### src/rtl/sip_shift_accumulator.sv
// sip_shift_accumulator
// Shift-accumulates a programmed number of signed bit-slice partial sums
// from the dot-adder tree into one wide signed result. Each accepted beat
// is sign-extended, shifted left by its slice significance and added with
// two's-complement wrap. A sticky flag records any signed overflow in the
// current job. The result is offered downstream on a valid/ready handshake.
module sip_shift_accumulator #(
   parameter int BITS_IN    = 9,
   parameter int BITS_ACC   = 24,
   parameter int BITS_SHIFT = 4,
   parameter int BITS_CNT   = 8
) (
   input  logic                  i_CLK,
   input  logic                  i_RSTn,
   input  logic                  i_Clear,
   input  logic                  i_Start,
   input  logic [BITS_CNT-1:0]   i_NumSteps,
   input  logic                  i_Valid,
   output logic                  o_InReady,
   input  logic [BITS_IN-1:0]    i_Psum,
   input  logic [BITS_SHIFT-1:0] i_Shift,
   output logic                  o_Valid,
   input  logic                  i_Ready,
   output logic [BITS_ACC-1:0]   o_Result,
   output logic                  o_Ovf,
   output logic                  o_Busy
);

   typedef enum logic [1:0] {
      S_IDLE = 2'd0,
      S_ACC  = 2'd1,
      S_DONE = 2'd2
   } state_t;

   state_t                r_state;
   state_t                w_next;
   logic [BITS_ACC-1:0]   r_acc;
   logic [BITS_CNT-1:0]   r_cnt;
   logic [BITS_CNT-1:0]   r_num;
   logic                  r_ovf;

   logic                  w_beat;
   logic                  w_last;
   logic                  w_start;
   logic [BITS_ACC-1:0]   w_psum_ext;
   logic [BITS_ACC-1:0]   w_term;
   logic [BITS_ACC-1:0]   w_sum;
   logic                  w_ovf;

   // A beat is only taken while accumulating; beats offered elsewhere are dropped.
   assign w_beat     = (r_state == S_ACC) && i_Valid;
   assign w_start    = (r_state == S_IDLE) && i_Start;
   // Only evaluated in ACC, where the latched step count is at least one.
   assign w_last     = (r_cnt == r_num - BITS_CNT'(1));

   // Sign-extend first, then shift, so slice bits pushed past the MSB are lost.
   assign w_psum_ext = {{(BITS_ACC - BITS_IN){i_Psum[BITS_IN-1]}}, i_Psum};
   assign w_term     = w_psum_ext << i_Shift;
   assign w_sum      = r_acc + w_term;
   // Signed overflow: operands agree in sign but the wrapped sum does not.
   assign w_ovf      = (r_acc[BITS_ACC-1] == w_term[BITS_ACC-1]) &&
                       (w_sum[BITS_ACC-1] != r_acc[BITS_ACC-1]);

   // State register; reset and clear both force the job back to IDLE.
   always_ff @(posedge i_CLK) begin
      // NOTE: registers use non-blocking assignments so every flop samples
      // pre-edge values regardless of statement order.
      if (!i_RSTn || i_Clear) begin
         r_state <= S_IDLE;
      end else begin
         r_state <= w_next;
      end
   end

   // Next-state logic: start, last beat and downstream handshake move the job along.
   always_comb begin
      // NOTE: default first so every path assigns w_next and no latch is inferred.
      w_next = r_state;
      case (r_state)
         S_IDLE: begin
            if (i_Start) begin
               w_next = (i_NumSteps == '0) ? S_DONE : S_ACC;
            end
         end
         S_ACC: begin
            if (w_beat && w_last) begin
               w_next = S_DONE;
            end
         end
         S_DONE: begin
            if (i_Ready) begin
               w_next = S_IDLE;
            end
         end
         default: w_next = S_IDLE;
      endcase
   end

   // Datapath: job setup on start, accumulate on each accepted beat, otherwise hold.
   always_ff @(posedge i_CLK) begin
      if (!i_RSTn || i_Clear) begin
         r_acc <= '0;
         r_cnt <= '0;
         r_num <= '0;
         r_ovf <= 1'b0;
      end else if (w_start) begin
         r_acc <= '0;
         r_cnt <= '0;
         r_num <= i_NumSteps;
         r_ovf <= 1'b0;
      end else if (w_beat) begin
         r_acc <= w_sum;
         r_cnt <= r_cnt + BITS_CNT'(1);
         r_ovf <= r_ovf | w_ovf;
      end
   end

   // Outputs decode directly from registered state; the result stays visible
   // in IDLE after a handshake until the next start clears it.
   assign o_InReady = (r_state == S_ACC);
   assign o_Valid   = (r_state == S_DONE);
   assign o_Busy    = (r_state != S_IDLE);
   assign o_Result  = r_acc;
   assign o_Ovf     = r_ovf;

endmodule

### config.mk
export PLATFORM = sky130hd
export DESIGN_NAME = sip_shift_accumulator
export DESIGN_NICKNAME = d
export VERILOG_FILES = /design/src/rtl/sip_shift_accumulator.sv
export SDC_FILE = /design/constraint.sdc
export NUM_CORES = 1
export LEC_CHECK = 0
export ABC_CLOCK_PERIOD_IN_PS = 3800
export CAP_MARGIN = 20
export CORE_MARGIN = 1
export CORE_UTILIZATION = 35
export DETAILED_ROUTE_END_ITERATION = 8
export PLACE_DENSITY_LB_ADDON = 0.15
export SLEW_MARGIN = 10
export SYNTH_ARGS = -nofsm -noshare
export SYNTH_HDL_FRONTEND = slang
export SYNTH_SLANG_ARGS = --single-unit
### constraint.sdc
create_clock -name i_CLK -period 3.8 [get_ports i_CLK]
set_clock_uncertainty 0.05 [all_clocks]
set_input_delay 0.38 -clock i_CLK [delete_from_list [all_inputs] [get_ports i_CLK]]
set_output_delay 0.38 -clock i_CLK [all_outputs]
set_load 0.05 [all_outputs]
==> impl_metrics.json <==
{
  "dp_slack_ps": -140,
  "hold-worst-slack_ps": 428,
  "synth_warnings": 0,
  "path_buf_inv": 3,
  "routed_wl_mm": 9.88,
  "rsz0062_at_grt": "false",
  "grt_use_total_pct": 19.6,
  "drt_iter0_drc": 168,
  "min_period_ps": 3540,
  "synth_edf_count": 0,
  "cp.required_ps": 3940,
  "crit_family": "compound AO/OA/AOI/OAI gates",
  "start_util_pct": 35.9,
  "dp_cells": 682,
  "htreeDepth": 2,
  "clock_path_buffers": 2,
  "p_leak_nw": 1.90,
  "firstDrtPassIters": 4,
  "crit_type": "in2reg",
  "period_share_pct": 93.2,
  "path_depth": 15,
  "finalSetupTns_ps": 0,
  "place_area_sq_mm": 0.00443,
  "grt_overflow_total": 0,
  "r2r_start": "o_Result[0]",
  "synth_area_sq_mm": 0.00349,
  "synth_area_leader_cell": "dfxtp_1",
  "synthTopCellsByArea": "dfxtp_1, a21oi_1, ha_1, nand2_1, mux2i_1",
  "io_pins": 55,
  "setup_violations": 0,
  "die-area_sq_mm": 0.0104,
  "finalNetCount": 609,
  "finalHoldViolations": 0,
  "cp-startpoint": "i_Shift[1]",
  "status": "complete, no violations",
  "cts_num_sinks": 43,
  "die_w_um": 102,
  "synthArstFlopShare_pct": 0,
  "cp_cell_sequence": "clkdlybuf4s50_1, buf_4, mux2i_1, mux2i_1, a21boi_1, nor2_1, ha_1, a21o_1, a311o_1, a21oi_1, buf_4, o21ai_1, a221oi_2, xor2_1, o21ai_0",
  "critPathCaptureType": "register",
  "synth_top_area_share_pct": 24.7,
  "clock-root-buffer": "clkbuf_8",
  "timing.fmax_ghz": 0.282,
  "maxSlewViolCount": 0,
  "post_drt_wl_per_cell_um": 14.3,
  "final_area_sq_mm": 0.00453,
  "synth_cell_types": 54,
  "clkLatencyLatePin_ps": 310,
  "worstPathMaxFanout": 5,
  "slew_headroom_pct": 50.0,
  "hold_class": "reg2reg",
  "grt_pass1_vias": 3370,
  "p_per_area_mw_per_mm2": 236,
  "fill_cells": 988,
  "clk_pin_slew_worst_paths_ps": 100,
  "tritoncts": "built",
  "maxCapViolations": 0,
  "startpoint_type": "input pin",
  "power.total_mw": 1.07,
  "drtAntennaViolNets": 0,
  "cts-buffers-inserted": 5,
  "rr_worst_depth": 10,
  "syn-instance-count": 475,
  "cts_hold_buf": 0,
  "vdd_ir_drop_max_mv": 0.111,
  "num_vias": 3627,
  "grt_pass1_wl_mm": 16.0,
  "n_antenna_cell": 0,
  "tightest_slew_ps": 748,
  "num_rows": 36,
  "arrival_ps": 3680,
  "grt_antenna_before_repair": 0,
  "gp_congestion": 0.898,
  "slowest_delay_ps": 580,
  "dieHeight_um": 102,
  "final_util_pct": 46.6,
  "areaGrowthSynthToFinish_pct": 29.8,
  "layout_setup_ws_ps": 259,
  "synth_fp_nets": 528,
  "synthFlopType": "dfxtp_1",
  "drive_gt1_share_pct": 11.3,
  "avgSynthCellArea_sq_um": 7.35,
  "endpoint": "o_Result[22]",
  "synth-seq-cells": 43,
  "io_buffers": 54,
  "reg2reg_slack_ps": 1060,
  "vias_per_cell": 5.26,
  "synth-seq-area-share_pct": 24.7,
  "critPathSlowestCell": "clkdlybuf4s50_1",
  "r2r_end": "o_Result[22]",
  "grt_start_max_net_pins": 26,
  "core_area_sq_mm": 0.00973,
  "drc": 0,
  "instances_no_fill": 690,
  "dp_hpwl_mm": 7.63
}
## sequential cells by signal, indices dropped and copies added, names as in the netlist
signal / cells
o_Ovf: 1
r_cnt: 8
r_num: 8
o_Result: 24
r_state: 2
## routing by layer
metal / part of all wire (%) / wire length, um / track usage, %
met3: 3.6 / 351 / 3.01
met1: 49 / 4820 / 26.5
met5: 0 / 0 / 0
met2: 46 / 4540 / 32.2
met4: 1.7 / 171 / 6.15
## repair_timing
| item | in CTS | in global routing |
|---|---|---|
| resized for setup | 0 | 6 |
| setup endpoints to repair | 0 | 3 |
| buffers inserted | 0 | 0 |
## worst min path at each step
| stage | start | endpoint | slack [ps] | depth (start not counted) |
|---|---|---|---|---|
| detailed placement | o_Ovf | o_Ovf | 410 | 2 |
| global route | o_Ovf | o_Ovf | 450 | 2 |
| CTS | o_Result[3] | o_Result[3] | 430 | 2 |
| finish | o_Result[3] | o_Result[3] | 430 | 2 |
| global placement | o_Result[3] | o_Result[3] | 410 | 2 |
| floorplan | r_num[7] | r_num[7] | 400 | 2 |
## power breakdown
group / internal, mW / switching, mW / total (mW)
registers: 0.455 / 0.00572 / 0.461
clock network: 0.129 / 0.176 / 0.304
logic: 0.141 / 0.162 / 0.303
total: 0.725 / 0.343 / 1.07
## cells by family after synthesis
logic type      synth area share [%]
simple gates                    24.7
compound gates                  22.5
flops                           24.7
buf+inv                         4.08
xor+xnor                        8.03
fa+ha+maj                       9.53
mux                             6.52
## tightest hold or removal path, stage by stage, from the launching register on
cell and delay [ps]:
dfxtp_1 340, nand2_1 60, a21oi_1 50
## cells in the mapped netlist, types with 4 or more instances
cell type	instances
nor3_1	15
mux2i_1	16
nand4_1	7
nand2_1	80
nand3_1	16
nor2b_1	4
nor2_1	35
dfxtp_1	43
nor3b_1	5
a211oi_1	5
ha_1	25
a31oi_1	4
a21o_1	10
inv_1	14
and3_1	4
o21ai_0	25
xor2_1	17
clkbuf_1	17
xnor2_1	15
a21oi_1	65
## area by class of cell
cell class / instances / area, sq um / area share (%)
Timing Repair Buffer: 95 / 863 / 19.0
Inverter: 14 / 52.6 / 1.16
Tap cell: 133 / 166 / 3.67
Clock inverter: 2 / 12.5 / 0.276
Clock buffer: 6 / 72.6 / 1.60
Sequential cell: 43 / 861 / 19.0
Multi-Input combinational cell: 397 / 2500 / 55.3
## placed cells by master (no fill, tap or decap), types with 16 or more instances in the layout
cell type,netlist,routed
ha_1,25,24
nand2_1,80,80
xor2_1,17,17
nand3_1,16,16
mux2i_1,16,16
o21ai_0,25,25
dfxtp_1,43,43
clkdlybuf4s50_1,0,53
nor2_1,35,34
a21oi_1,65,65
buf_4,0,40
Power figures use the tool's default switching activity.
